--- config.mk ---
export PLATFORM = sky130hd
export DESIGN_NAME = ysyx_220053_trap_unit
export DESIGN_NICKNAME = d
export VERILOG_FILES = /design/src/rtl/ysyx_220053_trap_pkg.sv /design/src/rtl/ysyx_220053_trap_cause.sv /design/src/rtl/ysyx_220053_trap_unit.sv
export SDC_FILE = /design/constraint.sdc
export NUM_CORES = 1
export LEC_CHECK = 0
export CORE_ASPECT_RATIO = 0.9
export CORE_MARGIN = 5
export CORE_UTILIZATION = 41
export DETAILED_ROUTE_END_ITERATION = 7
export PLACE_DENSITY_LB_ADDON = 0.3
export SYNTH_ARGS = -nofsm -noshare
export SYNTH_HDL_FRONTEND = slang
export SYNTH_SLANG_ARGS = --single-unit
export TNS_END_PERCENT = 5
--- constraint.sdc ---
create_clock -name clk -period 2.7 [get_ports clk]
set_input_delay 0.54 -clock clk [delete_from_list [all_inputs] [get_ports clk]]
set_output_delay 0.54 -clock clk [all_outputs]
set_load 0.1 [all_outputs]
--- src/rtl/ysyx_220053_trap_pkg.sv ---
// rtl/ysyx_220053_trap_pkg.sv - shared states, CSR addresses and cause codes for the trap unit
package ysyx_220053_trap_pkg;

    typedef enum logic [2:0] {
        ST_IDLE,
        ST_SAVE_EPC,
        ST_SAVE_CAUSE,
        ST_READ_VEC,
        ST_READ_EPC,
        ST_REDIRECT
    } trap_state_e;

    localparam logic [11:0] CSR_MTVEC  = 12'h305;
    localparam logic [11:0] CSR_MEPC   = 12'h341;
    localparam logic [11:0] CSR_MCAUSE = 12'h342;

    localparam logic [1:0] KIND_ECALL   = 2'b00;
    localparam logic [1:0] KIND_EBREAK  = 2'b01;
    localparam logic [1:0] KIND_ILLEGAL = 2'b10;
    localparam logic [1:0] KIND_MRET    = 2'b11;

    // Low cause bits; the vectored-interrupt offset only ever looks at these.
    localparam int          CAUSE_CODE_W   = 6;
    localparam logic [5:0]  EXC_ILLEGAL    = 6'd2;
    localparam logic [5:0]  EXC_BREAKPOINT = 6'd3;
    localparam logic [5:0]  EXC_ECALL_M    = 6'd11;
    localparam logic [5:0]  IRQ_TIMER_M    = 6'd7;

    localparam logic [1:0]  MTVEC_MODE_VECTORED = 2'b01;

endpackage

--- src/rtl/ysyx_220053_trap_cause.sv ---
// rtl/ysyx_220053_trap_cause.sv - maps trap kind or timer interrupt onto an mcause value
module ysyx_220053_trap_cause
    import ysyx_220053_trap_pkg::*;
#(
    parameter int XLEN = 64
) (
    input  logic            irq_i,
    input  logic [1:0]      kind_i,
    output logic [XLEN-1:0] cause_o
);

    always_comb begin
        cause_o = '0;
        if (irq_i) begin
            cause_o[XLEN-1]             = 1'b1;
            cause_o[CAUSE_CODE_W-1:0]   = IRQ_TIMER_M;
        end else begin
            case (kind_i)
                KIND_ECALL:   cause_o[CAUSE_CODE_W-1:0] = EXC_ECALL_M;
                KIND_EBREAK:  cause_o[CAUSE_CODE_W-1:0] = EXC_BREAKPOINT;
                KIND_ILLEGAL: cause_o[CAUSE_CODE_W-1:0] = EXC_ILLEGAL;
                default:      cause_o = '0;
            endcase
        end
    end

endmodule

--- src/rtl/ysyx_220053_trap_unit.sv ---
// rtl/ysyx_220053_trap_unit.sv - machine-mode trap/mret sequencer: saves mepc/mcause, reads mtvec/mepc, redirects fetch
module ysyx_220053_trap_unit
    import ysyx_220053_trap_pkg::*;
#(
    parameter int XLEN   = 64,
    parameter int CSR_AW = 12
) (
    input  logic              clk,
    input  logic              rst,
    input  logic              trap_valid,
    output logic              trap_ready,
    input  logic [1:0]        trap_kind,
    input  logic [XLEN-1:0]   trap_pc,
    input  logic              irq_pending,
    input  logic [XLEN-1:0]   irq_pc,
    output logic              csr_wen,
    output logic [CSR_AW-1:0] csr_id,
    output logic [XLEN-1:0]   csr_wdata,
    input  logic [XLEN-1:0]   csr_rdata,
    output logic              flush,
    output logic              busy,
    output logic              redirect_valid,
    output logic [XLEN-1:0]   redirect_pc
);

    localparam logic [XLEN-1:0] ALIGN_MASK = ~XLEN'(3);

    trap_state_e       state_q;
    logic [XLEN-1:0]   epc_q;
    logic [XLEN-1:0]   cause_q;
    logic [XLEN-1:0]   redirect_pc_q;
    logic              csr_wen_q;
    logic [CSR_AW-1:0] csr_id_q;
    logic [XLEN-1:0]   csr_wdata_q;
    logic              flush_q;
    logic              redirect_valid_q;

    logic [XLEN-1:0]   epc_d;
    logic [XLEN-1:0]   cause_d;
    logic [XLEN-1:0]   vec_base;
    logic [XLEN-1:0]   redirect_pc_d;

    // An explicit request always wins; the interrupt stays pending until a free IDLE cycle.
    assign epc_d = trap_valid ? trap_pc : irq_pc;

    ysyx_220053_trap_cause #(
        .XLEN (XLEN)
    ) u_cause (
        .irq_i   (~trap_valid),
        .kind_i  (trap_kind),
        .cause_o (cause_d)
    );

    always_comb begin
        vec_base      = csr_rdata & ALIGN_MASK;
        redirect_pc_d = vec_base;
        if (state_q == ST_READ_VEC && cause_q[XLEN-1] &&
            csr_rdata[1:0] == MTVEC_MODE_VECTORED) begin
            redirect_pc_d = vec_base + XLEN'({cause_q[CAUSE_CODE_W-1:0], 2'b00});
        end
    end

    always_ff @(posedge clk) begin
        if (rst) begin
            state_q          <= ST_IDLE;
            epc_q            <= '0;
            cause_q          <= '0;
            redirect_pc_q    <= '0;
            csr_wen_q        <= 1'b0;
            csr_id_q         <= '0;
            csr_wdata_q      <= '0;
            flush_q          <= 1'b0;
            redirect_valid_q <= 1'b0;
        end else begin
            csr_wen_q        <= 1'b0;
            csr_id_q         <= '0;
            csr_wdata_q      <= '0;
            flush_q          <= 1'b0;
            redirect_valid_q <= 1'b0;
            case (state_q)
                ST_IDLE: begin
                    if (trap_valid && trap_kind == KIND_MRET) begin
                        state_q  <= ST_READ_EPC;
                        flush_q  <= 1'b1;
                        csr_id_q <= CSR_AW'(CSR_MEPC);
                    end else if (trap_valid || irq_pending) begin
                        state_q     <= ST_SAVE_EPC;
                        flush_q     <= 1'b1;
                        epc_q       <= epc_d;
                        cause_q     <= cause_d;
                        csr_wen_q   <= 1'b1;
                        csr_id_q    <= CSR_AW'(CSR_MEPC);
                        csr_wdata_q <= epc_d;
                    end
                end
                ST_SAVE_EPC: begin
                    state_q     <= ST_SAVE_CAUSE;
                    csr_wen_q   <= 1'b1;
                    csr_id_q    <= CSR_AW'(CSR_MCAUSE);
                    csr_wdata_q <= cause_q;
                end
                ST_SAVE_CAUSE: begin
                    state_q  <= ST_READ_VEC;
                    csr_id_q <= CSR_AW'(CSR_MTVEC);
                end
                ST_READ_VEC: begin
                    state_q          <= ST_REDIRECT;
                    redirect_pc_q    <= redirect_pc_d;
                    redirect_valid_q <= 1'b1;
                end
                ST_READ_EPC: begin
                    state_q          <= ST_REDIRECT;
                    redirect_pc_q    <= csr_rdata & ALIGN_MASK;
                    redirect_valid_q <= 1'b1;
                end
                ST_REDIRECT: begin
                    state_q <= ST_IDLE;
                end
                default: begin
                    state_q <= ST_IDLE;
                end
            endcase
        end
    end

    // Outputs are forced low while reset is held so an aborted sequence never leaks a write or redirect.
    assign trap_ready     = ~rst && (state_q == ST_IDLE);
    assign busy           = ~rst && (state_q != ST_IDLE);
    assign csr_wen        = ~rst && csr_wen_q;
    assign csr_id         = rst ? '0 : csr_id_q;
    assign csr_wdata      = rst ? '0 : csr_wdata_q;
    assign flush          = ~rst && flush_q;
    assign redirect_valid = ~rst && redirect_valid_q;
    assign redirect_pc    = rst ? '0 : redirect_pc_q;

endmodule

==> flow_summary_export.csv, run 1 <==
group,metric,value,unit
floorplan,ios,343,
clocking,cts_hold_buf,0,
worst_setup_path,crit_chain,"clkdlybuf4s50_1 > ha_1 > fa_1 > nand3_1 > a211oi_4 > nand4_2 > buf_12 > buf_4 > nor3_2 > xnor2_1 > a22o_1",
route,vias_per_cell,5.08,
yosys,avgSynthCellArea,8.76,um2
route,route.detailed.drc,0,
sta,period_share,0.955,
route,wl_met2,13.5,mm
finish,final-instance-count-excl-fill,1417,
floorplan,die_x,149,um
worst_setup_path,required,3.01,ns
route,wl_met3,1.94,mm
hold_path,hp-class,"in -> reg",
pwr,p_total,7.94,mW
finish,post-route-util,0.768,
worst_setup_path,cp_max_fo,16,
route,wl,25.8,mm
finish,final_layout_size_suffix_gt1_frac,0.213,
global_routing,grt_pass1_vias,7370,
finish,nNetsFinal,1372,
clocking,clkTransAtPathRegs,0.06,ns
outcome,status,"finished, final reports clean",
sta,finalHoldViolations,0,
pwr,power_density,610,nW/um2
clocking,htreeDepth,4,
worst_setup_path,path_buf_inv,3,
global_routing,grt_antenna_before_repair,0,
worst_setup_path,cp.arrival,2.89,ns
placed_design,place.gp.congestion,0.893,
finish,final_cell_area,13000,um2
yosys,syn_inst,811,
placed_design,place_inst,1385,
global_routing,grt_pass1_wl,39.8,mm
worst_setup_path,cpPeakStageDelay,0.50,ns
sta,rsz0062_at_grt,"no",
sta,timing.fmax,388,MHz
worst_setup_path,cp_top_family,"buffers and inverters",
placed_design,numPortBuffers,334,
route,routedWlPerCell,18.2,um
worst_setup_path,slowest_stage,"clkdlybuf4s50_1",
clocking,cts.sinks,141,
clocking,cts_made_buffers,17,
route,routed-via-count,7202,
yosys,synth.distinct_cells,51,
finish,layout_commonest_cell,"clkdlybuf4s50_1",
global_routing,grt_max_degree,64,
global_routing,groute.usage.overall,0.252,
finish,nFillCells,1086,
floorplan,die_h,135,um
placed_design,place_area,12400,um2
yosys,synth_edf_count,0,
floorplan,rows,45,
sta,tightest_slew,0.771,ns
clocking,cts_tree,"yes",
finish,syn_to_final_growth,83.2,%
yosys,synth_flop_cell,"dfxtp_1",
floorplan,dieArea,20100,um2
worst_setup_path,cp-end-kind,"register",
yosys,synth_seq_area_share,0.397,
route,wl_met1,9.58,mm
route,first_iter_violations,311,
yosys,synth_warnings,0,
global_routing,grt_overflow,0,
route,ant_nets,0,
sta,finalCriticalPeriod,2.58,ns
floorplan,core_area,16900,um2
clocking,clk_latency,0.42,ns
run,maxCapViolCount,0,
pwr,peakVddDrop,0.000444,V
route,top_layer,"met4",
finish,final_cell_mix,"clkdlybuf4s50_1, dfxtp_1, buf_12, nor2b_1, nor2_1",
clocking,cts_root_buf,"clkbuf_16",
worst_setup_path,critPathLaunchType,"primary input",
yosys,async_flop_share,0,
finish,n_antenna_cell,0,
worst_setup_path,crit_type,"in -> reg",
sta,slew_headroom,0.481,
yosys,ys_seq_elements,141,
yosys,synth_area,7100,um2
sta,drv_slew,0,
clocking,clockBufferDepth,2,
route,first_pass_iters,5,
pwr,leakage,5.24,nW
sta,clock-skew-final,0.00790,ns
placed_design,dp_hpwl,19.9,mm
floorplan,initial_utilization,0.419,
sta,setup_viol,0,
[metal layers]
metal | vias up | global-route usage
li1 | 3468 | -
met4 | 0 | 0.0981
met1 | 3381 | 0.289
met5 | - | 0
met3 | 46 | 0.0601
met2 | 307 | 0.453
[per-stage QoR]
step                worst slack (ns)  hold WS, ns  TNS (ns)
finish                         0.122        0.446         0
global route                  0.0207        0.456         0
CTS                           0.0563        0.423         0
detailed placement            -0.312        0.446     -7.30
global placement              -0.257        0.436     -4.92
floorplan                     -0.361        0.427    -37.90
[area by class of cell]
type,count,area [um2],share of cell area
Tap cell,235,294,0.0226
Clock inverter,14,181,0.0139
Clock buffer,18,439,0.0337
Inverter,21,78.8,0.00606
Sequential cell,141,2820,0.217
Timing Repair Buffer,394,5210,0.400
Multi-Input combinational cell,594,3990,0.306
[flip-flops by register name (all words and copies together) (netlist names)]
signal            cells
cause_q               4
csr_wen_q             1
redirect_valid_q      1
csr_id_q              5
csr_wdata_q          64
state_q               3
flush_q               1
redirect_pc_q        62
[power by group]
group | internal, mW | total, mW | switching (mW)
Combinational | 1.19 | 3.03 | 1.85
Clock | 1.49 | 2.46 | 0.964
Sequential | 2.35 | 2.45 | 0.0994
Total | 5.03 | 7.94 | 2.91
[worst reg2reg max path: stages, from the launching register on]
cell      delay, ns
dfxtp_1        0.39
ha_1           0.20
fa_1           0.22
nand3_1        0.13
a211oi_4       0.28
nand4_2        0.17
buf_12         0.18
buf_4          0.16
nor3_2         0.22
xnor2_1        0.11
a22o_1         0.19
[synth_stat cells, types with 3 or more instances]
| cell type | count | area, um2 |
|---|---|---|
| nand4_1 | 17 | 106 |
| xor2_1 | 34 | 298 |
| o2bb2ai_1 | 4 | 35.0 |
| nand3_1 | 23 | 115 |
| xnor2_1 | 24 | 210 |
| nor4_1 | 12 | 75.1 |
| dfxtp_1 | 141 | 2820 |
| ha_1 | 4 | 50.1 |
| nand2b_1 | 3 | 18.8 |
| buf_2 | 6 | 30.0 |
| nor3_1 | 22 | 110 |
| a21oi_1 | 6 | 30.0 |
| mux2i_1 | 67 | 671 |
| o21ai_0 | 11 | 55.1 |
| buf_1 | 6 | 22.5 |
| nor4_2 | 4 | 50.1 |
| nand2_1 | 29 | 109 |
| nor2b_1 | 136 | 851 |
| or3_1 | 4 | 25.0 |
| buf_4 | 9 | 67.6 |
| clkbuf_1 | 40 | 150 |
| nor2_1 | 103 | 387 |
| inv_1 | 21 | 78.8 |
| a22o_1 | 35 | 307 |
| a211oi_1 | 18 | 135 |
[worst paths after layout]
| check | from | end | slack [ns] | cells after the start |
|---|---|---|---|---|
| worst max register to register | cause_q[0]$_SDFFE_PP0P_ | redirect_pc_q[60]$_SDFFE_PP0P_ | 0.35 | 10 |
| worst min register to register | redirect_pc_q[4]$_SDFFE_PP0P_ | redirect_pc_q[4]$_SDFFE_PP0P_ | 0.46 | 2 |
| worst max-delay path | csr_rdata[2] | redirect_pc_q[60]$_SDFFE_PP0P_ | 0.12 | 11 |
| worst min-delay path | trap_valid | cause_q[2]$_SDFFE_PP0P_ | 0.45 | 2 |
[logic make-up (layout without fill, tap and decap cells)]
logic type               after synthesis  count (layout)  synth area share
buffers and inverters                 83             447            0.0507
multiplexers                          67              67            0.0944
AO/OA/AOI/OAI                         88              88            0.0955
flip-flops                           141             141             0.397
AND/OR/NAND/NOR                      368             368             0.280
other                                  1               8          0.000528
XOR/XNOR                              58              58            0.0715
adder cells (fa/ha/maj)                5               5           0.00987
[what timing repair did]
item | in CTS | in global routing
setup endpoints to repair | 0 | 2
gates resized for setup | 0 | 2
setup buffers | 0 | 0
Note: power is estimated with default switching activity, not from simulation.
==> inputs of run 2 (changes only) <==
--- a/config.mk
+++ b/config.mk
@@ -10,6 +10,7 @@
 export CORE_UTILIZATION = 41
 export DETAILED_ROUTE_END_ITERATION = 7
 export PLACE_DENSITY_LB_ADDON = 0.3
+export SLEW_MARGIN = 10
 export SYNTH_ARGS = -nofsm -noshare
 export SYNTH_HDL_FRONTEND = slang
 export SYNTH_SLANG_ARGS = --single-unit
==> results of run 2 <==
The final DEF is identical to that of run 1; final timing and power are the same.
